`src/rtl/bit_divider_8_pkg.sv`:
```
// Shared types and constants for the 8-bit restoring divider.
// Kept in its own package so the lab top level can reuse the state encoding.
package divider_pkg;

  localparam int N    = 8;
  localparam int ITER = N;
  localparam logic [N-1:0] DIVZERO_QUOTIENT = 8'hFF;

  typedef enum logic [1:0] {
    IDLE,
    CALC,
    DONE
  } state_t;

endpackage

```
`src/rtl/bit_divider_8_if.sv`:
```
// Run/Done style start-and-result bundle shared by the divider and its driver.
interface bit_divider_8_if;
  import divider_pkg::*;

  logic         Run;
  logic [N-1:0] Dividend;
  logic [N-1:0] Divisor;
  logic [N-1:0] Quotient;
  logic [N-1:0] Remainder;
  logic         Done;
  logic         DivZero;

  modport master (
    output Run, Dividend, Divisor,
    input  Quotient, Remainder, Done, DivZero
  );

  modport slave (
    input  Run, Dividend, Divisor,
    output Quotient, Remainder, Done, DivZero
  );
endinterface

```
`src/rtl/add_sub_9.sv`:
```
// 9-bit ripple add/subtract: Sum = A + (B ^ {9{Sub}}) + Sub, CO = carry out of bit 8.
module add_sub_9 (
  input  logic [8:0] A,
  input  logic [8:0] B,
  input  logic       Sub,
  output logic [8:0] Sum,
  output logic       CO
);

  logic [8:0] b_eff;
  logic [9:0] carry;

  assign b_eff    = B ^ {9{Sub}};
  assign carry[0] = Sub;

  generate
    for (genvar gi = 0; gi < 9; gi++) begin : g_fa
      assign Sum[gi]      = A[gi] ^ b_eff[gi] ^ carry[gi];
      assign carry[gi+1]  = (A[gi] & b_eff[gi]) | (carry[gi] & (A[gi] ^ b_eff[gi]));
    end
  endgenerate

  assign CO = carry[9];

endmodule

```
`src/rtl/bit_divider_8.sv`:
```
// Unsigned 8/8 sequential restoring divider, one quotient bit per clock.
// Outputs update only on entry to DONE and hold until the next completion or Reset.
module bit_divider_8
  import divider_pkg::*;
(
  input  logic        Clk,
  input  logic        Reset,
  bit_divider_8_if.slave bus
);

  localparam int CW = $clog2(ITER);

  state_t        state_reg, state_next;
  logic [N-1:0]  r_reg, r_next;
  logic [N-1:0]  q_reg, q_next;
  logic [N-1:0]  m_reg, m_next;
  logic [CW-1:0] count_reg, count_next;
  logic [N-1:0]  quotient_reg, quotient_next;
  logic [N-1:0]  remainder_reg, remainder_next;
  logic          div_zero_reg, div_zero_next;

  logic [N:0]    rs;
  logic [N:0]    diff;
  logic          co;
  logic          take;
  logic [N-1:0]  r_iter;
  logic [N-1:0]  q_iter;

  // R < M before every shift, so the upper bit of R is always zero and is not stored.
  assign rs = {r_reg, q_reg[N-1]};

  add_sub_9 u_add_sub (
    .A   (rs),
    .B   ({1'b0, m_reg}),
    .Sub (1'b1),
    .Sum (diff),
    .CO  (co)
  );

  // A successful subtract always fits in N bits; the extra term only documents that.
  assign take   = co & ~diff[N];
  assign r_iter = take ? diff[N-1:0] : rs[N-1:0];
  assign q_iter = {q_reg[N-2:0], take};

  always_ff @(posedge Clk) begin
    if (Reset) begin
      state_reg     <= IDLE;
      r_reg         <= '0;
      q_reg         <= '0;
      m_reg         <= '0;
      count_reg     <= '0;
      quotient_reg  <= '0;
      remainder_reg <= '0;
      div_zero_reg  <= 1'b0;
    end else begin
      state_reg     <= state_next;
      r_reg         <= r_next;
      q_reg         <= q_next;
      m_reg         <= m_next;
      count_reg     <= count_next;
      quotient_reg  <= quotient_next;
      remainder_reg <= remainder_next;
      div_zero_reg  <= div_zero_next;
    end
  end

  always_comb begin
    state_next     = state_reg;
    r_next         = r_reg;
    q_next         = q_reg;
    m_next         = m_reg;
    count_next     = count_reg;
    quotient_next  = quotient_reg;
    remainder_next = remainder_reg;
    div_zero_next  = div_zero_reg;

    case (state_reg)
      IDLE: begin
        if (bus.Run) begin
          m_next     = bus.Divisor;
          q_next     = bus.Dividend;
          r_next     = '0;
          count_next = '0;
          if (bus.Divisor == '0) begin
            quotient_next  = DIVZERO_QUOTIENT;
            remainder_next = bus.Dividend;
            div_zero_next  = 1'b1;
            state_next     = DONE;
          end else begin
            div_zero_next  = 1'b0;
            state_next     = CALC;
          end
        end
      end
      CALC: begin
        r_next     = r_iter;
        q_next     = q_iter;
        count_next = count_reg + 1'b1;
        if (count_reg == CW'(ITER - 1)) begin
          quotient_next  = q_iter;
          remainder_next = r_iter;
          state_next     = DONE;
        end
      end
      DONE: begin
        if (!bus.Run) begin
          state_next = IDLE;
        end
      end
      default: state_next = IDLE;
    endcase
  end

  assign bus.Quotient  = quotient_reg;
  assign bus.Remainder = remainder_reg;
  assign bus.Done      = (state_reg == DONE);
  assign bus.DivZero   = div_zero_reg;

endmodule

```
`src/flat_wrapper.sv`:
```
// flat-port wrapper written by rule: the top's interface ports become plain ports
module bit_divider_8_flat import divider_pkg::*;
  (Clk, Reset, bus_Run, bus_Dividend, bus_Divisor, bus_Quotient, bus_Remainder, bus_Done, bus_DivZero);
  bit_divider_8_if bus_i ();
  input  logic Clk;
  input  logic Reset;
  input wire logic [$bits(bus_i.Run)-1:0] bus_Run;
  input wire logic [$bits(bus_i.Dividend)-1:0] bus_Dividend;
  input wire logic [$bits(bus_i.Divisor)-1:0] bus_Divisor;
  output wire logic [$bits(bus_i.Quotient)-1:0] bus_Quotient;
  output wire logic [$bits(bus_i.Remainder)-1:0] bus_Remainder;
  output wire logic [$bits(bus_i.Done)-1:0] bus_Done;
  output wire logic [$bits(bus_i.DivZero)-1:0] bus_DivZero;
  assign bus_i.Run = bus_Run;
  assign bus_i.Dividend = bus_Dividend;
  assign bus_i.Divisor = bus_Divisor;
  assign bus_Quotient = bus_i.Quotient;
  assign bus_Remainder = bus_i.Remainder;
  assign bus_Done = bus_i.Done;
  assign bus_DivZero = bus_i.DivZero;
  bit_divider_8 u_core (.Clk(Clk), .Reset(Reset), .bus(bus_i));
endmodule
```
`config.mk`:
```
export PLATFORM = sky130hd
export DESIGN_NAME = bit_divider_8_flat
export DESIGN_NICKNAME = d
export VERILOG_FILES = /design/src/rtl/bit_divider_8_pkg.sv /design/src/rtl/bit_divider_8_if.sv /design/src/rtl/add_sub_9.sv /design/src/rtl/bit_divider_8.sv /design/src/flat_wrapper.sv
export SDC_FILE = /design/constraint.sdc
export NUM_CORES = 1
export LEC_CHECK = 0
export CAP_MARGIN = 15
export CORE_MARGIN = 4
export CORE_UTILIZATION = 40
export CTS_BUF_LIST = sky130_fd_sc_hd__clkbuf_4
export CTS_CLUSTER_SIZE = 28
export DETAILED_ROUTE_END_ITERATION = 10
export DONT_BUFFER_PORTS = 1
export PLACE_DENSITY = 0.51
export REMOVE_ABC_BUFFERS = 1
export SLEW_MARGIN = 15
export SYNTH_ARGS = -nofsm -noshare
export SYNTH_HDL_FRONTEND = slang
export SYNTH_SLANG_ARGS = --single-unit
```
`constraint.sdc`:
```
create_clock -name Clk -period 6.6 [get_ports Clk]
set_input_delay 1.32 -clock Clk [delete_from_list [all_inputs] [get_ports Clk]]
set_output_delay 1.32 -clock Clk [all_outputs]
set_load 0.005 [all_outputs]
```
==> key figures, run 1 <==
Synthesis
  • Top post-synthesis cells by area: dfxtp_1, fa_1, nor2_1
  • Most area-hungry cell type in the Yosys netlist: dfxtp_1
  • Syn Area/Cell: 8.85 um^2
  • Mux cell area share after synthesis: 2.84%
  • Yosys warnings: 0
  • Yosys cell types: 33
  • Synth Area in Compound Gates: 18.0%
  • Largest family of logic cells by synthesized area: simple AND/OR/NAND/NOR gates
  • Synth top area share: 42.6%
  • Post-synthesis simple-gate area fraction: 20.9%
  • Gate Count Post-Synth: 244
  • Adder-cell share of the synthesized area: 8.23%
  • Seq cells post-synth: 46
  • Post-synthesis sequential area ratio: 42.6%
  • Post-synthesis instance area: 2160 um^2
  • Synth Area in XOR/XNOR: 0.811%

Layout
  • Area growth, synth to finish: 4.98%
  • Util after Layout: 43.8%
  • Seq. cell area: 921 um^2
  • Final instance area: 2270 um^2
  • Layout cell share with drive strength beyond 1: 7.14%
  • Multi-input gate area: 1100 um^2
  • Antenna Cells: 0
  • # fillers: 553
  • Nets: 266

Timing
  • RSZ-0062 raised after global routing: false
  • Setup violations, final: 0
  • Final Max Tran Viols: 0
  • Setup_tns: 0 ps
  • Slew @ Worst Pin: 853 ps
  • Tcrit/Tclk final: 65.3%
  • Final hold violation count: 0
  • Clk_skew: 13.8 ps
  • Slew Limit Headroom: 43.0%
  • Achievable Freq: 232 MHz
  • Post-route minimum period: 4310 ps

Setup path
  • CP endpoint kind: flop
  • CP Launch Type: flop
  • Crit path max fanout: 13
  • Arrival time worst endpoint: 4550 ps
  • WS Path Type: reg2reg
  • Critical Path RT: 6850 ps

Clock network
  • CTS Root Cell: clkbuf_4
  • Worst skew pair latency: 370 ps
  • Setup bufs post-CTS: 0
  • Clock Sinks: 46
  • CTS buffer count: 5
  • Longest Clk Path Bufs: 2
  • H-tree levels: 2
  • CTS clk-pin slew, worst paths: 150 ps
  • Post-CTS Hold Fix Bufs: 0
  • PostCTS Resize Cnt: 0
  • CTS tree: yes

Routing
  • Iteration-0 DRC Markers: 52
  • Routed Antenna Nets: 0
  • M1 WL: 2400 um
  • Met3 wire len: 265 um
  • Max Used Layer: met4
  • Routed vias/inst: 5.31
  • Post-route DRC: 0
  • DR WL/cell: 16.1 um
  • Routed WL: 4950 um
  • WL met2: 2200 um
  • Vias: 1635
  • Drt pass-1 iters: 4

Floorplanning
  • Die ar.: 6640 um^2
  • Io pins: 37
  • Core footprint: 5170 um^2
  • Die height: 81.5 um
  • Initial Utilization: 41.8%
  • Row cnt: 26
  • Die width: 81.5 um

GRT
  • Largest net degree at the start of global routing: 47
  • Initial antenna violation count: 0
  • First-pass GRT wire length: 8250 um
  • Vias in the first global route: 1628
  • GRT Resource Usage Total: 16.5%
  • Overflow after GRT: 0

Place
  • HPWL Detailed: 3420 um
  • GPL Wtd Cong: 0.792
  • IO Port Bufs: 0
  • Placed cell areas: 2180 um^2

Pwr
  • VDD IR max: 0.000111 V
  • PD cells: 256 nW/um^2
  • Leak: 0.830 nW

Hold path
  • Hold WC Path Type: reg2reg

Status
  • Status: finished clean

Flow run
  • Total of max-cap violations: 0
==> Yosys cell counts <==
cell / n
a31oi_1: 8
nor4_2: 2
fa_1: 7
a21oi_1: 13
clkbuf_1: 7
a41oi_2: 3
and2_1: 1
xnor2_1: 1
buf_6: 1
mux2_1: 1
a21o_1: 8
nor3_2: 1
a22oi_1: 2
o21a_1: 1
mux2i_1: 5
buf_2: 5
ha_1: 3
nor2_1: 31
nor3_1: 7
buf_1: 2
a211oi_1: 7
a311oi_1: 5
nand3_1: 7
nor3b_4: 1
or2_1: 1
o211ai_1: 4
nand2_1: 28
dfxtp_1: 46
nand2b_1: 3
inv_1: 19
a32oi_2: 1
xor2_1: 1
nor2b_1: 12
==> worst max-delay path, stage by stage (launching register included) <==
cell and delay [ps]:
dfxtp_1 330, inv_1 80, ha_1 140, inv_1 40, fa_1 360, inv_1 80
fa_1 170, fa_1 180, fa_1 160, inv_1 50, fa_1 370, fa_1 400
fa_1 420, xor2_1 690, mux2_1 410, a211oi_1 240, a211oi_1 70
==> final timing paths <==
check,startpoint,end,slack (ps),cells after the start
setup / recovery,u_core.q_reg[7],u_core.bus.Remainder[7],2290,16
setup reg to reg,u_core.q_reg[7],u_core.bus.Remainder[7],2290,16
hold reg to reg,u_core.r_reg[3],u_core.r_reg[3],480,2
hold / removal,u_core.r_reg[3],u_core.r_reg[3],480,2
==> per-stage QoR <==
step	cells	power, mW	worst slack [ps]	hold WS [ps]
after floorplan	229	0.381	2600	438
after global routing	308	0.613	2010	510
after CTS	308	0.585	2270	481
final	308	0.579	2290	482
after global placement	300	0.405	2400	458
after detailed placement	300	0.406	2280	459
==> report_power, final <==
group	total (mW)	switching, mW	leakage [nW]	internal, mW
clock network	0.180	0.0958	0.0419	0.0841
registers	0.304	0.0120	0.375	0.292
logic	0.0952	0.0590	0.413	0.0362
total	0.579	0.167	0.830	0.413
==> cells in the final DEF, fill, tap and decap left out, drive strengths merged, types with 8 or more instances in the layout <==
cell / synthesis / routed
inv: 19 / 19
a31oi: 8 / 8
dfxtp: 46 / 46
nor2b: 12 / 12
nor3: 8 / 8
a21o: 8 / 8
a21oi: 13 / 13
nand2: 28 / 28
nor2: 31 / 31
==> area by class of cell <==
type / instances / share of cell area (%)
clock buffer: 6 / 1.99
sequential: 46 / 40.6
multi-input combinational: 164 / 48.4
tap: 70 / 3.86
clock inverter: 2 / 1.66
timing repair buffer: 1 / 0.331
inverter: 19 / 3.15
==> cell families after synthesis <==
group	after synthesis
xor+xnor	2
compound gates	52
buf+inv	34
fa+ha+maj	10
mux	6
flops	46
simple gates	94
==> layer usage <==
metal,vias up,GRT usage [%]
li1,809,-
met5,-,0
met4,0,5.57
met1,792,22.3
met3,6,5.26
met2,28,24.8
(Power assumes the default switching activity.)
==> inputs of run 2 (changes only) <==
--- a/config.mk
+++ b/config.mk
@@ -12,7 +12,7 @@
 export CTS_CLUSTER_SIZE = 28
 export DETAILED_ROUTE_END_ITERATION = 10
 export DONT_BUFFER_PORTS = 1
-export PLACE_DENSITY = 0.51
+export PLACE_DENSITY = 0.53
 export REMOVE_ABC_BUFFERS = 1
 export SLEW_MARGIN = 15
 export SYNTH_ARGS = -nofsm -noshare
==> constraint.sdc (replaced) <==
create_clock -name Clk -period 3.5 [get_ports Clk]
set_input_delay 0.7 -clock Clk [delete_from_list [all_inputs] [get_ports Clk]]
set_output_delay 0.7 -clock Clk [all_outputs]
set_load 0.005 [all_outputs]
==> run 2 against run 1 <==
Against the previous run:
- the flow now finishes with violations (setup timing)
- routed wire length is 2.0% higher
- first-iteration DRC count grew 130%
- clock-buffer cell count did not move
- via count is 1.7% higher
- sequential power is 89% higher
- combinational power rose to 2.9 times the previous value
- largest cell class unchanged
- largest power group unchanged
==> key figures, run 2 (synthesis gave the netlist of run 1 again) <==
Status
  • Status: complete, but fails checks
  • Violated checks: setup timing

Routing
  • DR WL/cell: 15.9 um (-1.2%)
  • M1 WL: 2400 um (-0.21%)
  • Met3 wire len: 277 um (+4.5%)
  • Routed WL: 5050 um (+2.0%)
  • WL met2: 2310 um (+4.7%)
  • Max Used Layer: met4
  • Iteration-0 DRC Markers: 121 (+130%)
  • Routed Antenna Nets: 0 (unchanged)
  • Vias: 1662 (+1.7%)
  • Drt pass-1 iters: 4 (unchanged)
  • Post-route DRC: 0 (unchanged)
  • Routed vias/inst: 5.23 (-1.5%)

Timing
  • Final Max Tran Viols: 0 (unchanged)
  • Achievable Freq: 283 MHz (+22%)
  • Clk_skew: 19.9 ps (+6.07 ps)
  • Setup violations, final: 1 (+1)
  • Tcrit/Tclk final: 101% (+36 points)
  • RSZ-0062 raised after global routing: true
  • Slew @ Worst Pin: 886 ps (+33.4 ps)
  • Slew Limit Headroom: 40.9% (-2.0 points)
  • Fin worst setup slack: -39.0 ps (-2330 ps)
  • Final hold violation count: 0 (unchanged)
  • Post-route minimum period: 3540 ps (-769 ps)

GRT
  • Largest net degree at the start of global routing: 47 (unchanged)
  • Vias in the first global route: 1662 (+2.1%)
  • First-pass GRT wire length: 8310 um (+0.84%)
  • GRT Resource Usage Total: 16.7% (+0.23 points)
  • Initial antenna violation count: 0 (unchanged)
  • Overflow after GRT: 0 (unchanged)

Setup path
  • WS Path Type: reg2reg
  • Reg2reg path depth: 16 (unchanged)
  • Crit. Startpoint: u_core.q_reg[7]
  • CP Launch Type: flop
  • Slowest stage cell, crit path: fa_2
  • Critical Path RT: 3720 ps (-3130 ps)
  • Flop2flop setup slack: -40 ps (-2330 ps)
  • Delay-heaviest family, CP: adder cells
  • Worst path max stage delay: 390 ps (-300 ps)
  • Arrival time worst endpoint: 3760 ps (-790 ps)
  • CP endpoint kind: flop
  • Critical path depth in cells: 16 (unchanged)
  • Cell mode on critical path: fa_2
  • Crit path cell chain: inv_2, ha_4, inv_2, fa_2, inv_2, fa_2, fa_2, fa_2, inv_2, fa_2, fa_2, fa_2, xor2_4, mux2_4, a211oi_2, a211oi_1
  • Crit path max fanout: 3 (-10)
  • Reg2reg end: u_core.bus.Remainder[7]
  • Buf+Inv Stages, Crit Path: 4 (unchanged)
  • R2r startpoint: u_core.q_reg[7]

Clock network
  • Clock Sinks: 46 (unchanged)
  • Post-CTS Hold Fix Bufs: 0 (unchanged)
  • CTS clk-pin slew, worst paths: 140 ps (about the same)
  • Longest Clk Path Bufs: 2 (unchanged)
  • CTS Root Cell: clkbuf_4
  • CTS tree: yes
  • Worst skew pair latency: 360 ps (about the same)
  • CTS buffer count: 5 (unchanged)
  • H-tree levels: 2 (unchanged)

Pwr
  • Power Total: 1.11 mW (+92%)
  • PD cells: 459 nW/um^2 (+79%)
  • Leak: 0.874 nW (+5.3%)
  • VDD IR max: 0.000251 V (+130%)

Place
  • Placed insts: 307 (+2.3%)
  • HPWL Detailed: 3430 um (+0.20%)
  • Worst slack, placed: -232 ps (-2510 ps)
  • GPL Wtd Cong: 0.750 (-5.4%)
  • IO Port Bufs: 0 (unchanged)

Hold path
  • Hold WC Path Type: in2reg
  • Hold Crit Start: Reset
  • Worst hold path depth: 1 (-1)
  • Hold endpoint: u_core.q_reg[4]

Floorplanning
  • Row cnt: 26 (unchanged)
  • Io pins: 37 (unchanged)
  • Die width: 81.5 um (unchanged)
  • Core footprint: 5170 um^2 (unchanged)
  • Die ar.: 6640 um^2 (unchanged)
  • Initial Utilization: 41.8% (unchanged)
  • Die height: 81.5 um (unchanged)

Layout
  • Antenna Cells: 0 (unchanged)
  • # fillers: 531 (-4.0%)
  • Nets: 276 (+3.8%)
  • Layout cell share with drive strength beyond 1: 20.6% (+13 points)
  • Seq. cell area: 923 um^2 (+0.27%)
  • Commonest cells after routing, fill and taps aside: dfxtp_1, nor2_1, nand2_1
  • Most common cell after layout, fill and taps aside: dfxtp_1
  • Post-Layout Cell Count: 318 (+3.2%)
  • Area growth, synth to finish: 12.5%
  • Multi-input gate area: 1200 um^2 (+9.1%)

Flow run
  • Total of max-cap violations: 0 (unchanged)
run 2: worst max path at each step:
stage	endpoint	slack (ps)
after floorplan	u_core.bus.Remainder[7]	-500
after global placement	u_core.bus.Remainder[7]	-160
after detailed placement	u_core.bus.Remainder[7]	-230
after CTS	u_core.bus.Remainder[7]	-160
after global routing	u_core.bus.Remainder[3]	-160
final	u_core.bus.Remainder[7]	-40
run 2: worst register-to-register path: stages (launching register included):
cell      delay [ps]
dfxtp_2          350
inv_2             70
ha_4             120
inv_2             30
fa_2             320
inv_2             60
fa_2             180
fa_2             190
fa_2             190
inv_2             40
fa_2             330
fa_2             340
fa_2             390
xor2_4           190
mux2_4           330
a211oi_2         210
a211oi_1          70
run 2: through the flow:
step | TNS (ps) | cell area (um^2) | util (%) | hold slack [ps]
2_1_floorplan | -2530 | 2090 | - | 438
3_3_place_gp | -385 | 2240 | 43.3 | 456
3_5_place_dp | -989 | 2240 | 43.3 | 458
4_1_cts | -976 | 2420 | 46.9 | 357
5_1_grt | -1190 | 2430 | 47.0 | 343
6_report | -39.0 | 2430 | 47.0 | 383
run 2: cell type report:
| class | instances | area share [%] |
|---|---|---|
| Timing Repair Buffer | 11 | 3.71 |
| Multi-Input combinational cell | 164 | 49.3 |
| Tap cell | 70 | 3.61 |
| Clock buffer | 6 | 1.85 |
| Sequential cell | 46 | 38.0 |
| Inverter | 19 | 2.94 |
| Clock inverter | 2 | 0.567 |
run 2: where the power goes:
group          switching [mW]  leakage, nW  internal [mW]
clock                   0.177       0.0356         0.0870
combinational           0.145        0.463          0.130
sequential             0.0242        0.376          0.551
total                   0.346        0.874          0.768
run 2: timing repair:
action | 4_1_cts | 5_1_grt
endpoints found under the setup margin | 17 | 18
cloned | 1 | 0
pin swaps | 10 | 8
buffers inserted | 3 | 0
gates resized for setup | 29 | 1
run 2: layer usage:
metal  track usage [%]  vias to the layer above
li1                  -                      828
met1              22.4                      798
met2              25.2                       32
met3              5.04                        4
met4              6.59                        0
met5                 0                        -
